===== src/rtl/npc_pkg.sv =====
// Shared types and constants for the NPC sequencer.
package npc_pkg;

  localparam int XLEN       = 64;
  localparam int INST_WIDTH = 32;

  typedef enum logic [2:0] {
    S_FETCH_REQ  = 3'd0,
    S_FETCH_WAIT = 3'd1,
    S_DECODE     = 3'd2,
    S_EXEC       = 3'd3,
    S_WB         = 3'd4,
    S_HALT       = 3'd5
  } state_e;

  localparam logic [1:0] HALT_NONE    = 2'd0;
  localparam logic [1:0] HALT_EBREAK  = 2'd1;
  localparam logic [1:0] HALT_ILLEGAL = 2'd2;
  localparam logic [1:0] HALT_BUSERR  = 2'd3;

  localparam logic [6:0] OP_IMM = 7'b0010011;
  localparam logic [6:0] SYSTEM = 7'b1110011;

endpackage


===== src/rtl/npc_fetch_timer.sv =====
// 8-bit fetch timeout counter: cleared on request acceptance, counts
// response-less wait cycles, saturates, and flags the cycle whose
// increment would reach LIMIT.
module npc_fetch_timer #(
  parameter int unsigned LIMIT = 255
) (
  input  logic clk,
  input  logic rst_n,
  input  logic i_clr,
  input  logic i_inc,
  output logic o_expire
);

  localparam logic [7:0] LAST = 8'(LIMIT - 1);

  logic [7:0] r_cnt;

  // Count idle wait cycles; hold at all-ones so a stuck count never wraps.
  always_ff @(posedge clk or negedge rst_n) begin
    if (!rst_n)                       r_cnt <= '0;
    else if (i_clr)                   r_cnt <= '0;
    else if (i_inc && r_cnt != 8'hFF) r_cnt <= r_cnt + 8'd1;
  end

  // Only fires on an idle cycle, so a response arriving at the limit wins.
  assign o_expire = i_inc && (r_cnt == LAST);

endmodule


===== src/rtl/npc_seq_ctrl.sv =====
// Multi-cycle sequencer for the single-issue NPC core: fetch, decode,
// execute and writeback stepping, with sticky halt and cause code.
module npc_seq_ctrl
  import npc_pkg::*;
#(
  parameter logic [63:0] RESET_PC      = 64'h8000_0000,
  parameter int unsigned FETCH_TIMEOUT = 255
) (
  input  logic            clk,
  input  logic            rst_n,
  output logic            imem_req_valid,
  input  logic            imem_req_ready,
  output logic [XLEN-1:0] imem_addr,
  input  logic            imem_rsp_valid,
  input  logic [31:0]     imem_rsp_data,
  input  logic            imem_rsp_err,
  output logic [XLEN-1:0] inst,
  input  logic            dec_is_addi,
  input  logic            dec_is_ebreak,
  output logic            alu_en,
  output logic            rf_wen,
  output logic [XLEN-1:0] pc,
  output logic            halt,
  output logic [1:0]      halt_cause,
  output logic [XLEN-1:0] retire_cnt
);

  state_e          r_state;
  logic [XLEN-1:0] r_pc;
  logic [XLEN-1:0] r_inst;
  logic [XLEN-1:0] r_retire;
  logic            r_halt;
  logic [1:0]      r_cause;
  logic            r_alu_en;
  logic            r_rf_wen;

  logic w_tmr_clr;
  logic w_tmr_inc;
  logic w_tmr_expire;

  assign w_tmr_clr = (r_state == S_FETCH_REQ) && imem_req_ready;
  assign w_tmr_inc = (r_state == S_FETCH_WAIT) && !imem_rsp_valid;

  npc_fetch_timer #(.LIMIT(FETCH_TIMEOUT)) u_timer (
    .clk      (clk),
    .rst_n    (rst_n),
    .i_clr    (w_tmr_clr),
    .i_inc    (w_tmr_inc),
    .o_expire (w_tmr_expire)
  );

  // Request is a Moore output of FETCH_REQ; masked while reset is held so
  // the bus sees no request before the sequencer is running.
  assign imem_req_valid = rst_n && (r_state == S_FETCH_REQ);
  assign imem_addr      = r_pc;
  assign inst           = r_inst;
  assign pc             = r_pc;
  assign retire_cnt     = r_retire;
  assign halt           = r_halt;
  assign halt_cause     = r_cause;
  assign alu_en         = r_alu_en;
  assign rf_wen         = r_rf_wen;

  // Sequencer FSM; strobes are registered on entry to EXEC / WB.
  always_ff @(posedge clk or negedge rst_n) begin
    if (!rst_n) begin
      r_state  <= S_FETCH_REQ;
      r_pc     <= RESET_PC;
      r_inst   <= '0;
      r_retire <= '0;
      r_halt   <= 1'b0;
      r_cause  <= HALT_NONE;
      r_alu_en <= 1'b0;
      r_rf_wen <= 1'b0;
    end else begin
      r_alu_en <= 1'b0;
      r_rf_wen <= 1'b0;
      case (r_state)
        S_FETCH_REQ: begin
          if (imem_req_ready) r_state <= S_FETCH_WAIT;
        end
        S_FETCH_WAIT: begin
          if (imem_rsp_valid) begin
            if (imem_rsp_err) begin
              r_state <= S_HALT;
              r_halt  <= 1'b1;
              r_cause <= HALT_BUSERR;
            end else begin
              r_inst  <= {{(XLEN-INST_WIDTH){1'b0}}, imem_rsp_data};
              r_state <= S_DECODE;
            end
          end else if (w_tmr_expire) begin
            r_state <= S_HALT;
            r_halt  <= 1'b1;
            r_cause <= HALT_BUSERR;
          end
        end
        S_DECODE: begin
          if (dec_is_ebreak) begin
            r_state <= S_HALT;
            r_halt  <= 1'b1;
            r_cause <= HALT_EBREAK;
          end else if (dec_is_addi) begin
            r_state  <= S_EXEC;
            r_alu_en <= 1'b1;
          end else begin
            r_state <= S_HALT;
            r_halt  <= 1'b1;
            r_cause <= HALT_ILLEGAL;
          end
        end
        S_EXEC: begin
          r_state  <= S_WB;
          r_rf_wen <= (r_inst[11:7] != 5'd0);
        end
        S_WB: begin
          r_pc     <= r_pc + 64'd4;
          r_retire <= r_retire + 64'd1;
          r_state  <= S_FETCH_REQ;
        end
        S_HALT: r_state <= S_HALT;
        default: begin
          r_state <= S_HALT;
          r_halt  <= 1'b1;
          r_cause <= HALT_ILLEGAL;
        end
      endcase
    end
  end

endmodule


===== config.mk =====
export PLATFORM = sky130hd
export DESIGN_NAME = npc_seq_ctrl
export DESIGN_NICKNAME = d
export VERILOG_FILES = /design/src/rtl/npc_pkg.sv /design/src/rtl/npc_fetch_timer.sv /design/src/rtl/npc_seq_ctrl.sv
export SDC_FILE = /design/constraint.sdc
export NUM_CORES = 1
export LEC_CHECK = 0
export ABC_AREA = 0
export CAP_MARGIN = 20
export CORE_ASPECT_RATIO = 0.7
export CORE_UTILIZATION = 49
export DETAILED_ROUTE_END_ITERATION = 8
export PLACE_DENSITY = 0.86
export SLEW_MARGIN = 30
export SYNTH_ARGS = -nofsm -noshare
export SYNTH_HDL_FRONTEND = slang
export SYNTH_SLANG_ARGS = --single-unit

===== constraint.sdc =====
create_clock -name clk -period 3.2 [get_ports clk]
set_input_delay 0.48 -clock clk [delete_from_list [all_inputs] [get_ports clk]]
set_output_delay 0.48 -clock clk [all_outputs]
set_load 0.02 [all_outputs]

# After elaboration in Yosys (flattened, before gate mapping)
# Index checks and enable logic that the tools add are counted.
op_classes:
  add_sub_neg: 3
  n_eq_ne: 11
  muxes: 25
  n_bitwise: 2
  reduce_logical: 13
op_table:
  columns: ["operator", "n"]
  rows:
  - ["adder 64 x 1 -> 64 bit (second input constant)", 1]
  - ["adder 64 x 3 -> 64 bit (second input constant)", 1]
  - ["two-way mux 3 bit", 6]
  - ["two-way mux 8 bit", 2]
  - ["one-hot mux 3 bit (5 select lines)", 1]
  - ["two-way mux 2 bit", 5]
  - ["two-way mux 1 bit", 9]
  - ["adder 8 x 1 -> 8 bit (second input constant)", 1]
  - ["== test 8 bit (second input constant)", 1]
  - ["!= test 8 bit (second input constant)", 1]
  - ["== test 3 x 2 -> 1 bit (second input constant)", 2]
  - ["== test 3 bit (second input constant)", 2]
  - ["!= test 3 bit (second input constant)", 2]
  - ["one-hot mux 2 bit (3 select lines)", 1]
  - ["logical AND 1 bit", 5]
  - ["nonzero test 5 bit", 1]
  - ["AND reduction 4 bit", 1]
  - ["OR reduction 4 bit", 1]
  - ["== test 3 x 1 -> 1 bit (second input constant)", 1]
  - ["logical NOT 3 bit", 1]
  - ["!= test 3 x 2 -> 1 bit (second input constant)", 1]
  - ["one-hot mux 1 bit (3 select lines)", 1]
  - ["AND reduction 3 bit", 1]
  - ["!= test 2 bit (second input constant)", 1]
  - ["other kinds (4)", 5]
word_totals:
  reg_bits: 176
  out_inout_bits: 262
  inputBits: 39

# Longest topological paths before layout
logic_depth:
  ltp_word: 6
  ltp_mapped: 8
  depth_no_buf: 6

# By module
# From an unflattened synthesis, not the netlist that was laid out.
hier_totals:
  cells_unflattened: 816
  area_unflattened_um2: 8689.6
modules_own_cells:
  columns: ["module", "seq_area_each_um2", "instances", "cells_each", "area_per_inst_um2"]
  rows:
  - ["npc_seq_ctrl", 4155.2, 1, 765, 8189.1]
  - ["npc_fetch_timer", 200.2, 1, 51, 500.5]

# Least setup slack after synthesis
# Ideal clock, no wire load.
synth_timing:
  kind: "register -> register"
  start: "register r_pc[31], in the netlist imem_addr[31]"
  end: "register r_pc[54], in the netlist imem_addr[54]"
  arrival_time_ns: 2.072
  path_buffers: 0
  synth_period_minus_slack_ns: 2.151
  path_stages_with_launch: 6
  setup_ns: 0.080
  setup_slack_ns: 1.049
  cell_sequence: "dfstp_2 -> nand4_1 -> nor4_1 -> nand4_1 -> nor4_1 -> xor2_1"
synth_via:
  elab_chain_len: 1
synth_rtl:
  columns: ["element", "line_no", "source"]
  rows:
  - ["from (decl)", "npc_seq_ctrl.sv:29", "logic [XLEN-1:0] r_pc;"]
  - ["from (signal assigned)", "npc_seq_ctrl.sv:117", "r_pc <= r_pc + 64'd4;"]
  - ["adder 64 x 3 -> 64 bit", "npc_seq_ctrl.sv:117", null]
# Every way passes these cells.
# A chain may end at the register's enable or synchronous reset.

# Worst setup path after layout
layout_timing:
  start: "register r_state[2]"
  end: "register r_retire[25], in the netlist retire_cnt[25]"
layout_via:
  elab_chain_len: 1
layout_rtl:
  columns: ["element", "line_no", "source"]
  rows:
  - ["from (decl)", "npc_seq_ctrl.sv:28", "state_e r_state;"]
  - ["from (signal assigned)", "npc_seq_ctrl.sv:67", "r_state <= S_FETCH_REQ;"]
  - ["from (signal assigned)", "npc_seq_ctrl.sv:80", "if (imem_req_ready) r_state <= S_FETCH_WAIT;"]
  - ["from (signal assigned)", "npc_seq_ctrl.sv:85", "r_state <= S_HALT;"]
  - ["== test 3 bit", "npc_seq_ctrl.sv:78", "case (r_state)"]
  - ["to (signal assigned)", "npc_seq_ctrl.sv:118", "r_retire <= r_retire + 64'd1;"]
  - ["to (decl)", "npc_seq_ctrl.sv:31", "logic [XLEN-1:0] r_retire;"]
# Every way passes these cells.

==> reports/metrics.cfg <==
[outcome]
outcome=finished clean

[sta]
min_period_over_period_pct=84.6
grt_setup_unrepaired=false
drv_slew=0
finalHoldViolCount=0
setup_tns_ns=0
fin_hold_ws_ns=0.207
finClkSkew_ns=0.0106
relSlewSlack_pct=44.7
tightest_slew_ns=0.823
timing.final.crit_period_ns=2.71
finalSetupViolCount=0
max_freq_ghz=0.370
layout_setup_ws_ns=0.494

[cells_and_area]
layout_common_cells=clkdlybuf4s50_1, dfrtp_1, xor2_1
fin_nets=1039
utilization_pct=68.3
fill_cells=1251
diodes=0
fin_area_sq_um=11400
drive_above_1_share_pct=8.92
final_common_cell=clkdlybuf4s50_1
area_growth_pct=33.6
layout.cells.non_filler=1234

[clock_tree]
cts_buffer_depth=2
postCtsSetupBuffers=0
cts_made_buffers=17
htree_levels=4
root_buffer=clkbuf_16
cts-resized-gates=0
cts_tree=built
clk_pin_slew_worst_paths_ns=0.07
cts.sinks=174
cts_hold_buf=0
worstSkewPairLatency_ns=0.42

[logic_synthesis]
syn_inst=786
synth_seq_cells=174
synthArstFlopShare_pct=100
synth.avg_cell_area_sq_um=10.9
syn_area_sq_um=8530
synth_ff_type=dfrtp_1
seq_area_frac_synth_pct=51.0
synth_edf_count=0
yosysWarnings=0
yosysUniqueCellTypes=46

[route]
vias_per_cell=5.16
drcViolationCount=0
vias=6368
avgRoutedWirePerCell_um=17.1
ant_nets=0
drt_iter0_drc=361
drt_wl_total_mm=21.1
first_pass_iters=5

[floorplan]
die_w_um=160
core_region_area_sq_um=16700
rows=39
initial_core_util_pct=51.1
die_y_um=112
die-area_sq_um=18000
ios=301

[setup_path]
worst_ep_arrival_time_ns=3.02
cp.required_ns=3.52
cp_slowest_cell=or3b_1
crit_type=register to register
cp-end-kind=register
cp_max_fo=13
cp_cell_sequence=or3b_1 > nor4_2 > and3_1 > nand3_1 > xnor2_1
cpPeakStageDelay_ns=0.58
startpoint_type=register

[power]
powerDensity_nw_per_um2=568
power.leakage_nw=5.05
finalPower_mw=6.48
irDropWorstVdd_v=0.000651

[global_route]
grt_usage_pct=24.3
grt_pass1_wl_mm=33.9
antenna_found_initial=0
gr-total-overflow=0
grt_pass1_vias=6397
grt_max_degree=66

[place]
dp.cells=1202
gp_congestion=0.808
dp_slack_ns=0.559
dpl_cell_area_sq_um=10800
portBuffers=264
dp_hpwl_mm=15.5

[flow_run]
drv_cap=0

[worst_hold_path]
hp-class=input port to async pin

[synthesized netlist by cell type, types with 2 or more instances]
cell type / instances / area, sq um
nor4b_1: 2 / 17.5
nand2_1: 58 / 218
a41oi_1: 3 / 26.3
clkbuf_1: 13 / 48.8
buf_6: 3 / 33.8
or2_2: 2 / 12.5
nor2_1: 42 / 158
dfrtp_1: 173 / 4330
nand3_1: 49 / 245
ha_1: 4 / 50.1
mux2_2: 33 / 372
nand2b_1: 4 / 25.0
nor4_1: 16 / 100
or3_1: 3 / 18.8
nor3_1: 31 / 155
xor2_1: 67 / 587
a21oi_1: 3 / 15.0
nor3_2: 5 / 50.1
o21ai_0: 4 / 20.0
and4_1: 9 / 78.8
buf_4: 98 / 736
inv_1: 21 / 78.8
buf_2: 2 / 10.0
nand4_1: 39 / 244
and3_1: 18 / 113
a211oi_1: 2 / 15.0
nor4_4: 2 / 42.5
xnor2_1: 62 / 543
[power breakdown]
group	leakage (nW)	total, mW	internal [mW]	switching, mW
clock	0.279	2.00	1.11	0.891
combinational	2.44	1.69	0.840	0.850
sequential	2.33	2.78	2.50	0.280
[worst paths after layout]
path / from / to / slack, ns / cells after the start
worst min-delay path: rst_n / imem_addr[41] / 0.21 / 2
max in group asynchronous: rst_n / retire_cnt[26] / 1.74 / 3
min in group clk: halt / halt / 0.47 / 1
worst max-delay path: r_state[2] / retire_cnt[25] / 0.49 / 5
worst max register to register: r_state[2] / retire_cnt[25] / 0.49 / 5
worst min register to register: halt / halt / 0.47 / 1
[metal layers]
layer	GRT usage (%)	vias up	routed length, um
met3	8.76	16	1730
met5	0	-	0
met1	29.7	3125	8790
met4	6.67	0	204
li1	-	2974	-
met2	40.6	253	10400
[registers in the layout (all words and copies together) (netlist names)]
| signal | flops |
|---|---|
| alu_en | 1 |
| imem_addr | 62 |
| inst | 32 |
| u_timer.r_cnt | 8 |
| rf_wen | 1 |
| halt | 1 |
| retire_cnt | 64 |
| r_state | 3 |
| halt_cause | 2 |
[cell families after synthesis]
kind of cell	share of synthesized area, %
AO/OA/AOI/OAI	1.10
XOR/XNOR	13.2
adder cells (fa/ha/maj)	0.587
buffers and inverters	10.6
flip-flops	51.0
multiplexers	4.47
other	0.0440
AND/OR/NAND/NOR	18.9
[layout make-up]
type	count	area, sq um	area share [%]
clock buffers	23	498	4.37
well taps	225	282	2.47
repair buffers	272	2700	23.7
clock inverters	9	75.1	0.659
multi-input cells	510	3410	29.9
inverters	21	78.8	0.692
flip-flops and latches	174	4360	38.2
[critical path, delay by kind of cell, from the launching register on]
family                    cells  cell delay (ns)
DFF                           1             0.56
xor gates and xnor gates      1             0.26
and+or+nand+nor               4             1.79
Note: power is estimated with default switching activity, not from simulation.
